<file path="src/rtl/tube_pkg.sv">
// Shared constants for the 7-segment tube write path: register addresses and arbiter FSM encoding.
package tube_pkg;

  localparam logic [2:0] TUBE_ADDR_LO = 3'b110;
  localparam logic [2:0] TUBE_ADDR_HI = 3'b111;

  typedef enum logic {
    ST_IDLE  = 1'b0,
    ST_ISSUE = 1'b1
  } arb_state_e;

  function automatic logic tube_addr_valid(input logic [2:0] addr);
    return (addr == TUBE_ADDR_LO) || (addr == TUBE_ADDR_HI);
  endfunction

endpackage

</file>
<file path="src/rtl/tube_write_arbiter_if.sv">
// One requester's write handshake toward the tube arbiter (CPU bridge or debug monitor).
interface tube_write_arbiter_if;
  logic        req;
  logic [2:0]  addr;
  logic [31:0] wdata;
  logic        ack;
  logic        err;

  modport master (output req, addr, wdata, input ack, err);
  modport slave  (input req, addr, wdata, output ack, err);
endinterface

</file>
<file path="src/rtl/tube_write_arbiter.sv">
// Round-robin arbiter for the tube write port with a minimum-visibility hold after ownership changes.
// state | meaning:  IDLE = waiting for an eligible request;  ISSUE = ack/write pulse on outputs.
module tube_write_arbiter
  import tube_pkg::*;
#(
  parameter int HOLD_CYCLES = 1024,
  parameter int HOLD_W      = 16
) (
  input  logic                 clk,
  input  logic                 reset,
  tube_write_arbiter_if.slave  rq0,
  tube_write_arbiter_if.slave  rq1,
  output logic                 tube_we,
  output logic [2:0]           tube_addr,
  output logic [31:0]          tube_din,
  output logic                 owner_valid,
  output logic                 owner
);

  arb_state_e        state;
  logic [HOLD_W-1:0] hold_cnt;
  logic [1:0]        ack_q;
  logic [1:0]        err_q;

  logic        elig0;
  logic        elig1;
  logic        grant_any;
  logic        sel;
  logic [2:0]  sel_addr;
  logic [31:0] sel_wdata;
  logic        sel_ok;
  logic        owner_change;

  assign rq0.ack = ack_q[0];
  assign rq0.err = err_q[0];
  assign rq1.ack = ack_q[1];
  assign rq1.err = err_q[1];

  always_comb begin
    elig0        = rq0.req && (!owner_valid || (owner == 1'b0) || (hold_cnt == '0));
    elig1        = rq1.req && (!owner_valid || (owner == 1'b1) || (hold_cnt == '0));
    grant_any    = elig0 || elig1;
    // Both eligible: favour the non-owner; before any write, requester 0 wins.
    if (elig0 && elig1) sel = owner_valid ? ~owner : 1'b0;
    else                sel = elig1;
    sel_addr     = sel ? rq1.addr  : rq0.addr;
    sel_wdata    = sel ? rq1.wdata : rq0.wdata;
    sel_ok       = tube_addr_valid(sel_addr);
    owner_change = sel_ok && (!owner_valid || (sel != owner));
  end

  always_ff @(posedge clk) begin
    if (reset) begin
      state       <= ST_IDLE;
      hold_cnt    <= '0;
      ack_q       <= '0;
      err_q       <= '0;
      tube_we     <= 1'b0;
      tube_addr   <= '0;
      tube_din    <= '0;
      owner_valid <= 1'b0;
      owner       <= 1'b0;
    end else begin
      ack_q   <= '0;
      err_q   <= '0;
      tube_we <= 1'b0;
      if (hold_cnt != '0) hold_cnt <= hold_cnt - 1'b1;

      case (state)
        ST_IDLE: begin
          if (grant_any) begin
            state      <= ST_ISSUE;
            ack_q[sel] <= 1'b1;
            if (sel_ok) begin
              tube_we   <= 1'b1;
              tube_addr <= sel_addr;
              tube_din  <= sel_wdata;
              // Same-owner writes leave hold_cnt alone so the owner cannot starve the other side.
              if (owner_change) begin
                owner       <= sel;
                owner_valid <= 1'b1;
                hold_cnt    <= HOLD_W'(HOLD_CYCLES);
              end
            end else begin
              err_q[sel] <= 1'b1;
            end
          end
        end
        ST_ISSUE: state <= ST_IDLE;
        default:  state <= ST_IDLE;
      endcase
    end
  end

endmodule

</file>
<file path="src/flat_wrapper.sv">
// flat-port wrapper written by rule: the top's interface ports become plain ports
module tube_write_arbiter_flat import tube_pkg::*;
#(
  parameter int HOLD_CYCLES = 1024,
  parameter int HOLD_W      = 16
)
  (clk, reset, tube_we, tube_addr, tube_din, owner_valid, owner, rq0_req, rq0_addr, rq0_wdata, rq0_ack, rq0_err, rq1_req, rq1_addr, rq1_wdata, rq1_ack, rq1_err);
  tube_write_arbiter_if rq0_i ();
  tube_write_arbiter_if rq1_i ();
  input  logic clk;
  input  logic reset;
  output logic tube_we;
  output logic [2:0] tube_addr;
  output logic [31:0] tube_din;
  output logic owner_valid;
  output logic owner;
  input wire logic [$bits(rq0_i.req)-1:0] rq0_req;
  input wire logic [$bits(rq0_i.addr)-1:0] rq0_addr;
  input wire logic [$bits(rq0_i.wdata)-1:0] rq0_wdata;
  output wire logic [$bits(rq0_i.ack)-1:0] rq0_ack;
  output wire logic [$bits(rq0_i.err)-1:0] rq0_err;
  input wire logic [$bits(rq1_i.req)-1:0] rq1_req;
  input wire logic [$bits(rq1_i.addr)-1:0] rq1_addr;
  input wire logic [$bits(rq1_i.wdata)-1:0] rq1_wdata;
  output wire logic [$bits(rq1_i.ack)-1:0] rq1_ack;
  output wire logic [$bits(rq1_i.err)-1:0] rq1_err;
  assign rq0_i.req = rq0_req;
  assign rq0_i.addr = rq0_addr;
  assign rq0_i.wdata = rq0_wdata;
  assign rq0_ack = rq0_i.ack;
  assign rq0_err = rq0_i.err;
  assign rq1_i.req = rq1_req;
  assign rq1_i.addr = rq1_addr;
  assign rq1_i.wdata = rq1_wdata;
  assign rq1_ack = rq1_i.ack;
  assign rq1_err = rq1_i.err;
  tube_write_arbiter #(.HOLD_CYCLES(HOLD_CYCLES), .HOLD_W(HOLD_W)) u_core (.clk(clk), .reset(reset), .rq0(rq0_i), .rq1(rq1_i), .tube_we(tube_we), .tube_addr(tube_addr), .tube_din(tube_din), .owner_valid(owner_valid), .owner(owner));
endmodule
</file>
<file path="config.mk">
export PLATFORM = sky130hd
export DESIGN_NAME = tube_write_arbiter_flat
export DESIGN_NICKNAME = d
export VERILOG_FILES = /design/src/rtl/tube_pkg.sv /design/src/rtl/tube_write_arbiter_if.sv /design/src/rtl/tube_write_arbiter.sv /design/src/flat_wrapper.sv
export SDC_FILE = /design/constraint.sdc
export NUM_CORES = 1
export LEC_CHECK = 0
export BUFFER_PORTS_ARGS = -buffer_cell sky130_fd_sc_hd__buf_2
export CAP_MARGIN = 15
export CORE_AREA = 2 2 81 83
export DETAILED_ROUTE_END_ITERATION = 6
export DIE_AREA = 0 0 83 85
export PLACE_DENSITY = 0.77
export SYNTH_ARGS = -nofsm -noshare
export SYNTH_HDL_FRONTEND = slang
export SYNTH_SLANG_ARGS = --single-unit
</file>
<file path="constraint.sdc">
create_clock -name clk -period 3.4 [get_ports clk]
set_input_delay 0.17 -clock clk [delete_from_list [all_inputs] [get_ports clk]]
set_output_delay 0.17 -clock clk [all_outputs]
set_load 0.01 [all_outputs]
</file>
; Word-level counts from Yosys, hierarchy flattened
; Cells that the tools add are included.
[word_totals]
ff_bits = 59
input_bits = 74
out_inout_bits = 42
wordCells = 51
[op_classes]
n_addsub = 1
magnitude_cmp = 2
eq_ne = 3
n_mux = 14
bitwise_logic = 3
n_reduce_logical = 19
[op_table]
columns = cell, count
row1 = 2-to-1 mux 16 bit, 5
row2 = 2-to-1 mux 32 bit, 1
row3 = zero test 16 bit, 1
row4 = nonzero test 16 bit, 1
row5 = "subtractor 16 x 1 -> 16 bit, second input constant", 1
row6 = logical OR 1 bit, 7
row7 = "== test 3 bit, second input constant", 2
row8 = logical AND 1 bit, 5
row9 = 2-to-1 mux 1 bit, 5
row10 = AND reduction 4 bit, 1
row11 = OR reduction 4 bit, 1
row12 = 2-to-1 mux 3 bit, 1
row13 = NOT 1 bit, 3
row14 = AND reduction 3 bit, 1
row15 = OR reduction 3 bit, 1
row16 = "less-than comparator 1 x 2 -> 1 bit, second input constant", 1
row17 = one-hot mux 1 bit (2 select lines), 1
row18 = demux 1 bit (select 1 bit), 1
row19 = "greater-or-equal comparator 1 bit, second input constant", 1
row20 = zero test 1 bit, 1
row21 = != test 1 bit, 1

; Depth between registers and ports, before layout
; Gate-level depths: netlist of the first run.
[logic_depth]
word_depth = 14
ltp_mapped = 10
mapped_depth_nobuf = 8

; Worst setup path before layout of the first run
; Ideal clock, no wire load.
[synth_timing]
path_type = register -> register
from = register u_core.hold_cnt[0]
to = register u_core.tube_din[10]
setup_time_ps = 89
arrival_ps = 2499
required_ps = 3311
slack_ps = 813
stages_incl_launch_ff = 10
n_path_buf = 1
period_less_slack_ps = 2587
path_cell_list = dfxtp_1 -> inv_1 -> ha_1 -> or3b_2 -> nor4_2 -> o21ai_1 -> a211oi_4 -> buf_6 -> nor3_1 -> a311oi_2
[synth_between]
elab_chain_cells = 9
elab_cells_between_ends = 14
classes_between = 2 x eq/ne / 3 x mux / 9 x reduce/logical
[synth_rtl]
columns = item, line_no
row1 = start: declaration, tube_write_arbiter.sv:21  ; logic [HOLD_W-1:0] hold_cnt;
row2 = start signal: assignment, tube_write_arbiter.sv:67  ; if (hold_cnt != '0) hold_cnt <= hold_cnt - 1'b1;
row3 = start signal: assignment, tube_write_arbiter.sv:82  ; hold_cnt <= HOLD_W'(HOLD_CYCLES);
row4 = zero test 16 bit *, "tube_write_arbiter.sv:40, tube_write_arbiter.sv:41"
row5 = "logical OR 1 bit, on equally long branches", "tube_write_arbiter.sv:40, tube_write_arbiter.sv:41"
row6 = "logical AND 1 bit, on equally long branches", "tube_write_arbiter.sv:40, tube_write_arbiter.sv:41"
row7 = logical AND 1 bit, tube_write_arbiter.sv:44  ; if (elig0 && elig1) sel = owner_valid ? ~owner : 1'b0;
row8 = 2-to-1 mux 1 bit, tube_write_arbiter.sv:44
row9 = 2-to-1 mux 3 bit, tube_write_arbiter.sv:46  ; sel_addr = sel ? rq1.addr : rq0.addr;
row10 = == test 3 bit, tube_pkg.sv:13  ; return (addr == TUBE_ADDR_LO) || (addr == TUBE_ADDR_HI);
row11 = logical OR 1 bit, tube_pkg.sv:13
row12 = AND reduction 3 bit (no line), --
row13 = end signal: assignment, tube_write_arbiter.sv:77  ; tube_din <= sel_wdata;
row14 = end: declaration, tube_write_arbiter.sv:15  ; output logic [31:0] tube_din,
; Mark *: on every way between the ends. The rest lies on a longest branch, timed or not.
; A chain may end at the register's enable or synchronous reset.

; Worst setup path in the final report of the first run
; Same ends and word-level chain as after synthesis.

==> impl_metrics.toml, run 1 <==
[synth]
synthMuxAreaShare_pct = 0
yosysUniqueCellTypes = 48
synth_compound_area_share_pct = 22.3
synth_area_leader_cell = "dfxtp_1"
synth_edf_count = 0
ys_ff_latch = 59
synth_xor_xnor_area_share_pct = 3.61
syn-instance-count = 329
seq_area_frac_synth_pct = 40.5
synthTopCellsByArea = "dfxtp_1 (41%), a311oi_2 (13%), nand2_1 (9.7%)"
avgSynthCellArea_um2 = 8.85
async_reset_ff_share_pct = 0
synthAdderAreaFrac_pct = 0.430
synth-main-ff-cell = "dfxtp_1"
synth_nets = 404
synth_area_um2 = 2910
synth_top_family_by_area = "simple AND/OR/NAND/NOR gates"
synth_top_area_share_pct = 40.5
ys_warn_count = 0
synth-simple-area-share_pct = 27.1

[min_path]
min_to = "u_core.err_q[1]"
min_path_cells = 2
min_path_type = "primary input to flip-flop"
holdCritStartpoint = "rq1_addr[2]"

[clock_tree]
cts_root_buffer = "clkbuf_8"
cts_max_level = 3
cts_resized = 0
clkTransAtPathRegs_ns = 0.06
cts_setup_buffers = 0
worstSkewPairLatency_ns = 0.33
cts_sinks = 59
hold_buffers = 0
cts_inserted_buffers = 9
clock_path_buffers = 2
cts_tree = "built"

[worst_setup_path]
crit_family = "simple AND/OR/NAND/NOR gates"
cp-end-kind = "flip-flop"
cp_slowest_cell = "or3b_2"
r2r-end = "u_core.tube_din[10]"
ff2ff_setup_slack_ns = 0.60
start_kind = "flip-flop"
path_class = "flip-flop to flip-flop"
arrival_ns = 3.03
r2r-start = "u_core.hold_cnt[0]"
cp_slowest_stage_delay_ns = 0.50
path_cells = "inv_1 -> ha_1 -> or3b_2 -> nor4_2 -> o21ai_1 -> a211oi_4 -> buf_4 -> nor3_1 -> a311oi_2"
rr_worst_depth = 9
cp_num_buf_inv = 2
crit_fanout = 37
crit_required_ns = 3.64

[routing]
drt_iter0_drc = 162
drtPass1Iterations = 4
wl_per_cell_um = 14.2
vias = 2854
viasPerCell = 5.49
wirelength_um = 7390
post-route-drc-count = 0
ant_nets = 0

[place]
post_dp_cell_area_um2 = 3530
hpwl_um = 5170
dp.cells = 504
gp_congestion = 0.910
io_buffers = 115

[grt]
grt_max_degree = 38
gr-usage-all-layers_pct = 21.2
grt_pass1_vias = 2770
antenna_found_initial = 0
gr-total-overflow = 0
grt_pass1_wl_um = 12300

[finish]
diodes = 0
nets = 513
drive_gt1_share_pct = 39.3
syn2layout_area_growth_pct = 28.2
finalNonFillerCells = 520
mostFrequentLayoutCell = "buf_2"
design_area_um2 = 3730
layout_common_cells = "buf_2 (115), nand2_1 (75), dfxtp_1 (59)"

[job]
cap_violations = 0

[sta]
max_freq_mhz = 358
maxSlewHeadroom_pct = 54.2
min_period_ns = 2.80
hold_viol = 0
finalMaxSlewViolations = 0
tns_ns = 0
rsz0062_at_grt = "no"
worst_pin_slew_ns = 0.687
finClkSkew_ns = 0.00871
period_share_pct = 82.2
setup_viol = 0

[power_and_ir_drop]
leakage_uw = 0.00161
comb_power_share_pct = 33.9
peakVddDrop_uv = 316
p_clk_share_pct = 28.8
design_power_total_uw = 2360
internal_power_uw = 1570
powerDensity_nw_per_um2 = 633
p_switching_uw = 793
p_sw_share_pct = 33.5
p_seq_share_pct = 37.3

[run_status]
status = "completed"

[floorplan]
rows = 29
chipHeight_um = 85
initial_core_util_pct = 46.9
dieArea_um2 = 7060
die_w_um = 83
ios = 116
core_um2 = 6200
-- worst reg2reg max path: cells and delay by family (launching register included) --
kind                     cells  cell delay (ns)
flip-flops                   1             0.31
AND/OR/NAND/NOR              3             0.94
adder cells (fa/ha/maj)      1             0.18
buffers and inverters        2             0.49
AO/OA/AOI/OAI                3             0.79
-- final cells by class --
class / instances / area (um^2)
Clock inverter: 5 / 77.6
Sequential cell: 59 / 1180
Multi-Input combinational cell: 240 / 1560
Fill cell: 562 / 2470
Inverter: 5 / 18.8
Tap cell: 77 / 96.3
Clock buffer: 11 / 131
Timing Repair Buffer: 123 / 673
-- Yosys cell counts, types with 2 or more instances --
library cell  number
a21oi_1            3
clkbuf_1          13
nand2_1           75
nand3_1            3
nor2_1            15
buf_4              4
or3_1              3
a311oi_2          26
inv_1              5
a21oi_2            2
xnor2_1           10
a311oi_1           7
buf_2              2
nor3_1            54
nor2b_1            2
dfxtp_1           59
or4_1              2
nand2b_1           4
nor4_1             3
a211oi_1           3
buf_6              6
xor2_1             2
-- logic make-up after synthesis --
kind of cell / count (synthesis)
compound gates: 57
xor+xnor: 12
flops: 59
buf+inv: 30
simple gates: 170
fa+ha+maj: 1
-- registers in the layout, summed over array words and instances (netlist names) --
| name | cells |
|---|---|
| u_core.tube_addr | 3 |
| u_core.owner | 1 |
| u_core.err_q | 2 |
| u_core.hold_cnt | 16 |
| u_core.tube_we | 1 |
| u_core.owner_valid | 1 |
| u_core.tube_din | 32 |
| u_core.state | 1 |
| u_core.ack_q | 2 |
-- stage by stage --
step | hold WS (ns) | setup WS, ns | util (%)
3_5_place_dp | 0.394 | 0.630 | 56.8
4_1_cts | 0.0420 | 0.603 | 60.2
2_1_floorplan | 0.269 | 0.813 | -
3_3_place_gp | 0.396 | 0.718 | 56.8
5_1_grt | 0.0609 | 0.374 | 60.2
6_report | 0.0527 | 0.604 | 60.2
-- power groups by stage --
stage,Clock (uW),Combinational [uW],Sequential [uW]
4_1_cts,697,803,881
3_3_place_gp,0,784,891
6_report,681,801,883
5_1_grt,720,886,897
3_5_place_dp,0,797,894
2_1_floorplan,0,580,900
-- worst max-delay path by stage --
stage	start	end	slack [ns]	depth (start not counted)
floorplan	u_core.hold_cnt[0]	u_core.tube_din[10]	0.81	9
global placement	u_core.hold_cnt[11]	u_core.tube_din[21]	0.72	7
detailed placement	u_core.hold_cnt[0]	u_core.tube_din[30]	0.63	9
CTS	u_core.hold_cnt[0]	u_core.tube_din[10]	0.60	9
global route	u_core.hold_cnt[0]	u_core.tube_din[5]	0.37	9
finish	u_core.hold_cnt[0]	u_core.tube_din[10]	0.60	9
-- per-layer routing --
metal	vias up	share of wire (%)	GRT usage (%)	wire, um
met5	-	0	0	0
met4	0	1.9	8.94	139
met3	13	8.2	4.86	603
met2	118	49	35.6	3610
met1	1315	41	26.3	3040
li1	1408	-	-	-
Power figures use the tool's default switching activity.
==> inputs of run 2 (changes only) <==
Settings changed: ABC_AREA set to 1, CORE_AREA 2 2 81 83 to 2 2 85 87, DIE_AREA 0 0 83 85 to 0 0 87 89, PLACE_DENSITY 0.77 to 0.73.
Clock period 3.4 ns to 2.47 ns, I/O delays scaled along.
==> run 2 against run 1 <==
Compared with the run above:
- final cell count grew 17%
- synthesized cell count grew 25%
- synthesized area shrank 0.60%
- critical path type unchanged
- non-clock buffer count shrank 5
- critical path depth grew 5
- register-to-register slack lost 0.31 ns
- first-iteration DRC count shrank 35%
- die area grew 9.8%
- final area shrank 0.50%
- fmax grew 29%
- core utilization shrank 4.9 points
==> impl_metrics.toml, run 2 <==
[grt]
gr-total-overflow = 0
antenna_found_initial = 0
gr-usage-all-layers_pct = 18.5
grt_pass1_wl_um = 11200
grt_pass1_vias = 2547
grt_max_degree = 38

[finish]
mostFrequentLayoutCell = "nand2_1"
drive_gt1_share_pct = 29.5
layout_common_cells = "nand2_1 (128), buf_2 (115), nor2_1 (68)"
syn2layout_area_growth_pct = 28.3
fin_util_pct = 55.3
largest_reg_flops = 32
nets = 596
top_register = "u_core.tube_din"
diodes = 0
reg_top3 = "u_core.tube_din x32, u_core.hold_cnt x16, u_core.tube_addr x3"

[floorplan]
rows = 30
ios = 116
initial_core_util_pct = 43.1
core_um2 = 6720
die_w_um = 87
dieArea_um2 = 7740
chipHeight_um = 89

[synth]
synth_common_cells = "nand2_1 (128), nor2_1 (68), dfxtp_1 (59), a21oi_1 (38), o21ai_1 (32)"
synthTopCellsByArea = "dfxtp_1 (41%), nand2_1 (17%), nor2_1 (8.8%)"
async_reset_ff_share_pct = 0
synth_nets = 487
ys_ff_latch = 59
synth_area_leader_cell = "dfxtp_1"
avgSynthCellArea_um2 = 7.03
syn-instance-count = 412
synth_edf_count = 0
synth-main-ff-cell = "dfxtp_1"
ys_warn_count = 0
synth_area_um2 = 2900
seq_area_frac_synth_pct = 40.8
synth_top_area_share_pct = 40.8
synth_most_common_cell = "nand2_1"
yosysUniqueCellTypes = 28

[place]
dp_slack_ns = 0.228
hpwl_um = 5080
io_buffers = 115
gp_congestion = 0.794

[run_status]
status = "completed"

[sta]
max_freq_mhz = 460
worst_pin_slew_ns = 0.586
maxSlewHeadroom_pct = 60.9
setup_viol = 0
rsz0062_at_grt = "no"
finClkSkew_ns = 0.00745
hold_viol = 0
period_share_pct = 88.0
finalMaxSlewViolations = 0
fin_ws_ns = 0.297
min_period_ns = 2.17
tns_ns = 0

[power_and_ir_drop]
leakage_uw = 0.00194
powerDensity_nw_per_um2 = 930
design_power_total_uw = 3460
peakVddDrop_uv = 337

[worst_setup_path]
rr_worst_depth = 14
cp-end-kind = "flip-flop"
cp_slowest_stage_delay_ns = 0.30
start_kind = "flip-flop"
crit_required_ns = 2.74
path_class = "flip-flop to flip-flop"
crit_start = "u_core.hold_cnt[0]"
r2r-start = "u_core.hold_cnt[0]"
cp_slowest_cell = "dfxtp_1"
path_cells = "inv_1 -> ha_1 -> nand2_2 -> nor2_4 -> nand2_4 -> nand2_2 -> nand3_2 -> nand2_2 -> nand2_4 -> nand2_8 -> nand2_8 -> nor2_1 -> nor2_1 -> nor2_1"
arrival_ns = 2.45
crit_fanout = 37

[min_path]
min_path_cells = 2
min_path_type = "primary input to flip-flop"
holdCritStartpoint = "reset"

[clock_tree]
cts_sinks = 59
worstSkewPairLatency_ns = 0.34
cts_inserted_buffers = 9
cts_tree = "built"
clock_path_buffers = 2
cts_max_level = 3
cts_root_buffer = "clkbuf_8"
clkTransAtPathRegs_ns = 0.07

[routing]
vias = 2875
drt_iter0_drc = 105
drtPass1Iterations = 4
post-route-drc-count = 0
wl_per_cell_um = 11.6
wirelength_um = 7040
ant_nets = 0
viasPerCell = 4.74

[job]
cap_violations = 0
run 2: layer usage:
layer / GRT usage [%] / vias to the layer above / part of all wire, % / wire [um]
met2: 30.0 / 94 / 47 / 3330
met5: 0 / - / 0 / 0
met4: 8.24 / 0 / 1.9 / 137
met1: 22.2 / 1245 / 44 / 3080
li1: - / 1524 / - / -
met3: 6.28 / 12 / 7.0 / 496
run 2: final timing paths:
| kind | to | slack (ns) |
|---|---|---|
| hold / removal | u_core.owner_valid | 0.03 |
| setup reg to reg | u_core.owner | 0.30 |
| setup / recovery | u_core.owner | 0.30 |
| hold reg to reg | u_core.tube_addr[2] | 0.48 |
run 2: worst max-delay path, delay by kind of cell, from the launching register on:
kind | cells | cell delay [ns]
simple gates | 12 | 1.49
flops | 1 | 0.30
fa+ha+maj | 1 | 0.23
buf+inv | 1 | 0.09
run 2: metrics by stage:
| step | hold WS [ns] | instance area (um^2) | std cells |
|---|---|---|---|
| floorplan | 0.193 | 2900 | 412 |
| global placement | 0.378 | 3440 | 589 |
| detailed placement | 0.387 | 3440 | 589 |
| CTS | 0.0213 | 3700 | 605 |
| global route | 0.0334 | 3720 | 606 |
| finish | 0.0346 | 3720 | 606 |
run 2: layout make-up:
| cell class | count | area (um^2) |
|---|---|---|
| fillers | 662 | 3000 |
| repair buffers | 118 | 598 |
| inverters | 19 | 71.3 |
| multi-input cells | 314 | 1500 |
| well taps | 80 | 100 |
| clock inverters | 7 | 140 |
| flip-flops and latches | 59 | 1180 |
| clock buffers | 9 | 124 |
run 2: cells by family (layout without fill, tap and decap cells):
kind of cell	count (synthesis)	count (layout)	synth area share [%]
flip-flops	59	59	40.8
AND/OR/NAND/NOR	224	225	33.9
buffers and inverters	40	153	7.74
adder cells (fa/ha/maj)	1	1	0.432
AO/OA/AOI/OAI	77	77	13.8
XOR/XNOR	11	11	3.33
run 2: what timing repair did:
| item | CTS | global route |
|---|---|---|
| resized for setup | 0 | 0 |
| endpoints found under the hold margin | 0 | 0 |
| hold buffers | 0 | 0 |
| endpoints found under the setup margin | 0 | 3 |
| buffers inserted | 0 | 0 |
run 2: where the power goes:
group / internal, uW / switching (uW)
combinational: 424 / 670
clock: 770 / 399
sequential: 1100 / 98.4
